<file path="config.mk">
export PLATFORM = sky130hd
export DESIGN_NAME = traceback_scheduler
export DESIGN_NICKNAME = d
export VERILOG_FILES = /design/src/rtl/traceback_scheduler.sv
export SDC_FILE = /design/constraint.sdc
export NUM_CORES = 1
export LEC_CHECK = 0
export BUFFER_PORTS_ARGS = -buffer_cell sky130_fd_sc_hd__buf_2
export CAP_MARGIN = 20
export CORE_MARGIN = 5
export CORE_UTILIZATION = 45
export CTS_BUF_LIST = sky130_fd_sc_hd__clkbuf_16
export DETAILED_ROUTE_END_ITERATION = 12
export PLACE_DENSITY = 0.71
export SLEW_MARGIN = 10
export SYNTH_ARGS = -nofsm -noshare
export SYNTH_HDL_FRONTEND = slang
export SYNTH_SLANG_ARGS = --single-unit
export TNS_END_PERCENT = 30
</file>
<file path="constraint.sdc">
create_clock -name clk -period 3.5 [get_ports clk]
set_input_delay 0.7 -clock clk [delete_from_list [all_inputs] [get_ports clk]]
set_output_delay 0.7 -clock clk [all_outputs]
set_load 0.02 [all_outputs]
</file>
<file path="src/rtl/traceback_scheduler.sv">
// traceback_scheduler: Needleman-Wunsch traceback sequencer from (N,N) to (0,0).
// Optional TB_STEP_CNT_EN adds a step_cnt output counting accepted ops.
module traceback_scheduler #(
  parameter int N       = 128,
  parameter int BitAddr = $clog2(N + 1),
  parameter int RD_LAT  = 2
) (
  input  logic               clk,
  input  logic               rst,
  input  logic               start,
  output logic               busy,
  output logic               done,
  output logic               err,
  output logic               ram_rd_en,
  output logic [BitAddr:0]   ram_addr_i,
  output logic [BitAddr:0]   ram_addr_j,
  input  logic [2:0]         ram_symbol,
  output logic               out_valid,
  input  logic               out_ready,
  output logic [1:0]         out_op,
  output logic [BitAddr:0]   out_i,
  output logic [BitAddr:0]   out_j
`ifdef TB_STEP_CNT_EN
  ,
  output logic [BitAddr+1:0] step_cnt
`endif
);
  localparam int W  = BitAddr + 1;
  localparam int CW = $clog2(RD_LAT + 1);
  localparam logic [W-1:0] NI = W'(N);
  localparam logic [1:0] OP_DIAG = 2'b00, OP_UP = 2'b01, OP_LEFT = 2'b10;
  typedef enum logic [2:0] {IDLE, ISSUE, WAIT, EMIT, FIN, ERROR} state_t;
  state_t state, state_n;
  logic [W-1:0] i, j, i_n, j_n, si, sj;
  logic [1:0] op, op_n;
  logic [CW-1:0] cnt, cnt_n;
  logic err_n, sel;
  always_comb begin
    state_n = state;
    i_n = i;
    j_n = j;
    op_n = op;
    cnt_n = cnt;
    err_n = err;
    sel = 1'b0;
    si = i;
    sj = j;
    case (state)
      IDLE: if (start) begin
        sel = 1'b1;
        si = NI;
        sj = NI;
      end
      ISSUE: begin
        state_n = WAIT;
        cnt_n = '0;
      end
      WAIT: if (cnt == CW'(RD_LAT - 1)) begin
        state_n = (ram_symbol == 3'b000) ? ERROR : EMIT;
        err_n = err | (ram_symbol == 3'b000);
        op_n = ram_symbol[0] ? OP_DIAG : ram_symbol[1] ? OP_UP : OP_LEFT;
      end else cnt_n = cnt + CW'(1);
      EMIT: if (out_ready) begin
        sel = 1'b1;
        si = i - W'(op != OP_LEFT);
        sj = j - W'(op != OP_UP);
      end
      FIN: state_n = IDLE;
      default: ;
    endcase
    // Shared SELECT: boundary cells force a move without touching the RAM
    if (sel) begin
      i_n = si;
      j_n = sj;
      state_n = (si == '0 && sj == '0) ? FIN : (si == '0 || sj == '0) ? EMIT : ISSUE;
      op_n = (si == '0) ? OP_LEFT : (sj == '0) ? OP_UP : op_n;
    end
  end
  always_ff @(posedge clk) begin
    if (!rst) begin
      state <= IDLE;
      i <= NI;
      j <= NI;
      op <= OP_DIAG;
      cnt <= '0;
      err <= 1'b0;
    end else begin
      state <= state_n;
      i <= i_n;
      j <= j_n;
      op <= op_n;
      cnt <= cnt_n;
      err <= err_n;
    end
  end
`ifdef TB_STEP_CNT_EN
  always_ff @(posedge clk) begin
    if (!rst || (state == IDLE && start)) step_cnt <= '0;
    else if (state == EMIT && out_ready) step_cnt <= step_cnt + (BitAddr + 2)'(1);
  end
`endif
  assign busy = state != IDLE;
  assign done = state == FIN;
  assign ram_rd_en = state == ISSUE;
  assign out_valid = state == EMIT;
  assign ram_addr_i = ram_rd_en ? i - W'(1) : '0;
  assign ram_addr_j = ram_rd_en ? j - W'(1) : '0;
  assign out_op = op;
  assign out_i = out_valid ? i : '0;
  assign out_j = out_valid ? j : '0;
endmodule

</file>
# --- Yosys cells after proc, flatten, opt, wreduce, memory -nomap -nowiden ---
# Cells that the tools add are included.
classes:
  addsub: 5
  eq_ne: 9
  mux: 28
  bitwise: 1
  reduce_logical: 12
ops:
  columns: ["operator", "n"]
  rows:
  - ["2-to-1 mux 9 bit", 8]
  - ["case mux 9 bit (2 select lines)", 2]
  - ["zero test 9 bit", 2]
  - ["2-to-1 mux 2 bit", 9]
  - ["subtractor 9 x 1 -> 9 bit", 2]
  - ["subtractor 9 x 1 -> 9 bit, second input constant", 2]
  - ["2-to-1 mux 3 bit", 4]
  - ["case mux 3 bit (3 select lines)", 1]
  - ["== test 3 x 2 -> 1 bit, second input constant", 2]
  - ["zero test 3 bit", 2]
  - ["AND reduction 2 bit", 3]
  - ["!= test 2 bit, second input constant", 2]
  - ["case mux 2 bit (2 select lines)", 1]
  - ["nonzero test 4 bit", 1]
  - ["== test 3 x 1 -> 1 bit, second input constant", 1]
  - ["== test 3 bit, second input constant", 1]
  - ["!= test 3 bit, second input constant", 1]
  - ["nonzero test 3 bit", 1]
  - ["adder 2 x 1 -> 2 bit, second input constant", 1]
  - ["== test 2 x 1 -> 1 bit, second input constant", 1]
  - ["2-to-1 mux 1 bit", 2]
  - ["!= test 2 x 1 -> 1 bit, second input constant", 1]
  - ["case mux 1 bit (2 select lines)", 1]
  - ["nonzero test 2 bit", 1]
  - ["other kinds (3)", 3]
totals:
  reg_bits: 26
  inputBits: 7
  output_inout_bits: 43

# --- Depth between registers and ports, before layout ---
depth:
  ltp_word: 9
  ltp_mapped: 11

# --- Worst setup path after synthesis ---
# No wires, ideal clock.
synth_timing:
  path_kind: "register -> register"
  from: "register op[0], in the netlist out_op[0]"
  to: "register state[1]"
  setup_ps: 115
  arrival_ps: 2149
  required_ps: 3385
  slack_ps: 1236
  path_stages_with_launch: 11
  period_less_slack_ps: 2264
  path_cell_list: "dfxtp_1 > nand2b_1 > ha_1 > nor3b_1 > nand4_1 > xor2_1 > nand4_1 > nor2_1 > ha_1 > a21oi_1 > nor2b_1"
synth_via:
  elab_chain_cells: 9
synth_lines:
  columns: ["item", "line", "rtl"]
  rows:
  - ["start, declared", "35", "logic [1:0] op, op_n;"]
  - ["start signal, assigned", "91", "op <= op_n;"]
  - ["!= test 2 bit or != test 2 x 1 -> 1 bit (tied branches)", "65, 66", null]
  - ["subtractor 9 x 1 -> 9 bit, on equally long branches", "65, 66", null]
  - ["2-to-1 mux 9 bit", "63", "EMIT: if (out_ready) begin"]
  - ["case mux 9 bit (2 select lines)", "48", "case (state)"]
  - ["zero test 9 bit", "75", "state_n = (si == '0 && sj == '0) ? FIN : (si == '0 || sj == '0) ? EMIT : ISSUE;"]
  - ["logical OR 1 bit", "75", null]
  - ["2-to-1 mux 2 bit", "75", null]
  - ["2-to-1 mux 3 bit *", "75", null]
  - ["2-to-1 mux 3 bit *", "72", "if (sel) begin"]
  - ["end signal, assigned", "88", "state <= state_n;"]
  - ["end, declared", "33", "state_t state, state_n;"]
# Every way passes the cells marked *; elsewhere a longest branch is shown, timed or not.
# A chain may end at the register's enable or synchronous reset.

# --- Worst setup path after layout ---
layout_timing:
  from: "register state[0]"
  to: "output port ram_addr_i[3]"
layout_via:
  elab_chain_cells: 2
layout_lines:
  columns: ["item", "line", "rtl"]
  rows:
  - ["== test 3 x 1 -> 1 bit", "104", "assign ram_rd_en = state == ISSUE;"]
  - ["2-to-1 mux 9 bit", "106", "assign ram_addr_i = ram_rd_en ? i - W'(1) : '0;"]
  - ["end, declared", "15", "output logic [BitAddr:0] ram_addr_i,"]
# Every way passes these cells.

==> results by group <==
Outcome
  – Status: finished clean

Yosys
  – Syn nets: 295
  – Synth area leader: dfxtp_1
  – #FFs+latches synth: 26
  – Post-Syn Instances: 279
  – Distinct cell type count after synthesis: 48
  – Top post-synthesis cells by area: dfxtp_1 (25%), and2_1 (7.7%), nor2_1 (6.4%)
  – Synth Cell Area: 2100 um2
  – Top cell type's share of synthesized area: 0.248
  – Average size of a mapped cell: 7.53 um2
  – Count leader, synth: nor2_1
  – YS warnings: 0
  – Top_reg_cell synth: dfxtp_1
  – Asr flop ratio synth: 0
  – Post-synth EDFFs: 0
  – Sequential area share after synthesis: 0.248
  – Most frequent cells after synthesis: nor2_1 (36), and2_1 (26), dfxtp_1 (26)

Final layout
  – Area Growth Syn to Fin: 13.6%
  – Final nets: 329
  – Fraction of layout cells with a size suffix above 1: 0.212
  – Antenna cells: 0
  – Post-route insts no fill: 363
  – Final core occ: 0.537
  – Fillers: 454

Clock network
  – Depth of the CTS H-tree: 1
  – Clock latency on the worst-skew pair: 0.26 ns
  – CTS tree: yes
  – Clock-pin slew on the worst setup and hold paths: 0.06 ns
  – CTS Buffer Depth: 2
  – CTS Buf Count: 3
  – Post-CTS Resized: 0
  – Root Driver: clkbuf_16
  – Post-CTS setup buffers: 0
  – Number of hold buffers added after cts: 0
  – CTS Sinks: 26

Placement
  – Number of port buffers: 49
  – DP Wirelength: 3620 um
  – Placed cells: 360
  – Gpl congestion: 0.877

GRT
  – First-pass GRT wire length: 8350 um
  – Initial antenna violation count: 0
  – Vias in the first global route: 1815
  – GRT Util Overall: 0.164
  – GRT Residual Overflow: 0
  – Largest net degree at the start of global routing: 25

Min path
  – Min-Delay Startpoint: err
  – Hold depth: 1
  – HP Class: flip-flop to flip-flop
  – Worst Hold Endpoint: err

STA
  – Relative slew slack: 0.457
  – Layout Skew: 0.00393 ns
  – Slew @ Worst Pin: 0.814 ns
  – Minimum clock period: 2.80 ns
  – Period utilisation layout: 0.799
  – Final setup viols: 0
  – Max Clk Rate: 357 MHz
  – Max-slew violation count: 0
  – TNS Setup: 0 ns
  – Hold Vio Cnt, Final: 0
  – RSZ-0062 raised after global routing: false

Floorplanning
  – Number of core rows: 24
  – Core footprint: 4440 um2
  – IO Pins: 50
  – Initial Util: 0.472
  – Die area: 6130 um2
  – Die X: 78.3 um
  – Die H: 78.3 um

Routing
  – Post-route DRC: 0
  – Drt wl/cell: 13.7 um
  – Vias per cell: 5.46
  – Antenna Nets Post-Route: 0
  – Iteration-0 DRC count of the detailed router: 100
  – DR pass1 iterations: 4
  – Vias: 1981
  – Final WL: 4960 um

Flow run
  – Max Cap Viol: 0

Critical path
  – CP max stage cell: dfxtp_1
  – Flop2flop setup slack: 0.88 ns
  – CP max stage delay: 0.63 ns
  – Maximum fanout along the worst path: 19
  – CP cell instances: nor2b_1 > nand2b_1 > a21oi_1 > buf_2
  – Crit path DAT: 2.10 ns
  – WP buf/inv: 1
  – Worst endpoint required time: 2.80 ns
  – Startpoint class of the critical path: flip-flop
  – R2R Path End: state[0]
  – Reg2reg start: state[0]
  – Crit Path Class: flip-flop to output port
  – Crit end category: output port
  – R2R cell count: 7
  – Crit-path leading delay family: simple AND/OR/NAND/NOR gates

Power and ir drop
  – PD cells: 292 nW/um2
  – Pwr Total: 698 uW
  – Peak VDD IR: 0.260 mV
  – Static leakage: 1.14 nW
-- final cells by class --
| type | count | area (um2) | share of cell area |
|---|---|---|---|
| clock buffers | 3 | 75.1 | 0.0315 |
| repair buffers | 51 | 260 | 0.109 |
| multi-input cells | 222 | 1430 | 0.600 |
| well taps | 52 | 65.1 | 0.0273 |
| inverters | 9 | 33.8 | 0.0142 |
| flip-flops and latches | 26 | 520 | 0.218 |
-- registers in the layout, summed over array words and instances, names as in the netlist --
name and count:
state 3, j 9, i 9, err 1
cnt 2, out_op 2
-- worst max-delay path by stage --
stage | startpoint | end | slack, ns | depth (start not counted)
floorplan | out_op[0] | state[1] | 1.24 | 10
global placement | out_ready | state[1] | 0.81 | 8
detailed placement | out_ready | state[0] | 0.75 | 8
CTS | state[0] | ram_addr_i[3] | 0.73 | 4
global route | state[0] | ram_addr_i[0] | 0.56 | 4
finish | state[0] | ram_addr_i[3] | 0.70 | 4
-- metal layers --
| metal | GRT usage | share of wire |
|---|---|---|
| met2 | 0.282 | 0.46 |
| met5 | 0 | 0 |
| met1 | 0.213 | 0.48 |
| met4 | 0.0437 | 0.0079 |
| met3 | 0.0286 | 0.055 |
-- stage by stage --
step	area [um2]	hold WS (ns)	setup slack, ns
after floorplan	2100	0.523	1.24
after global placement	2310	0.445	0.806
after detailed placement	2310	0.454	0.754
after CTS	2390	0.472	0.727
after global routing	2390	0.501	0.556
final	2390	0.463	0.702
-- where the power goes --
group / total, mW / switching, mW / internal, mW / leakage [nW]
Combinational: 0.131 / 0.0836 / 0.0475 / 0.893
Clock: 0.255 / 0.103 / 0.152 / 0.0370
Sequential: 0.311 / 0.0113 / 0.300 / 0.210
Total: 0.698 / 0.198 / 0.499 / 1.14
-- cell families (layout without fill, tap and decap cells) --
group / count (synthesis) / after routing / share of synthesized area
flip-flops: 26 / 26 / 0.248
AND/OR/NAND/NOR: 155 / 155 / 0.424
XOR/XNOR: 16 / 16 / 0.0667
multiplexers: 3 / 3 / 0.0161
AO/OA/AOI/OAI: 39 / 39 / 0.122
adder cells (fa/ha/maj): 9 / 9 / 0.0536
buffers and inverters: 31 / 63 / 0.0703
-- worst reg2reg max path, cell delays in order, from the launching register on --
cell      delay (ns)
dfxtp_1         0.63
and4b_1         0.65
nand3_1         0.20
mux2i_2         0.22
nor4_4          0.34
ha_1            0.21
o211ai_1        0.09
and2_1          0.17
-- placed cells by master (no fill, tap or decap), types with 7 or more instances in the layout --
| master | Yosys | layout |
|---|---|---|
| nor3_1 | 12 | 12 |
| o21ai_0 | 7 | 7 |
| xor2_1 | 10 | 10 |
| and2_1 | 26 | 26 |
| nand3_1 | 14 | 14 |
| nor2_1 | 36 | 36 |
| a21oi_1 | 8 | 8 |
| nand4_1 | 8 | 8 |
| nor2b_1 | 10 | 10 |
| ha_1 | 9 | 9 |
| o21a_1 | 8 | 8 |
| dfxtp_1 | 26 | 26 |
| buf_2 | 4 | 49 |
| inv_1 | 9 | 9 |
| nand2_1 | 17 | 17 |
No activity file was read; power rests on OpenSTA's default activity.
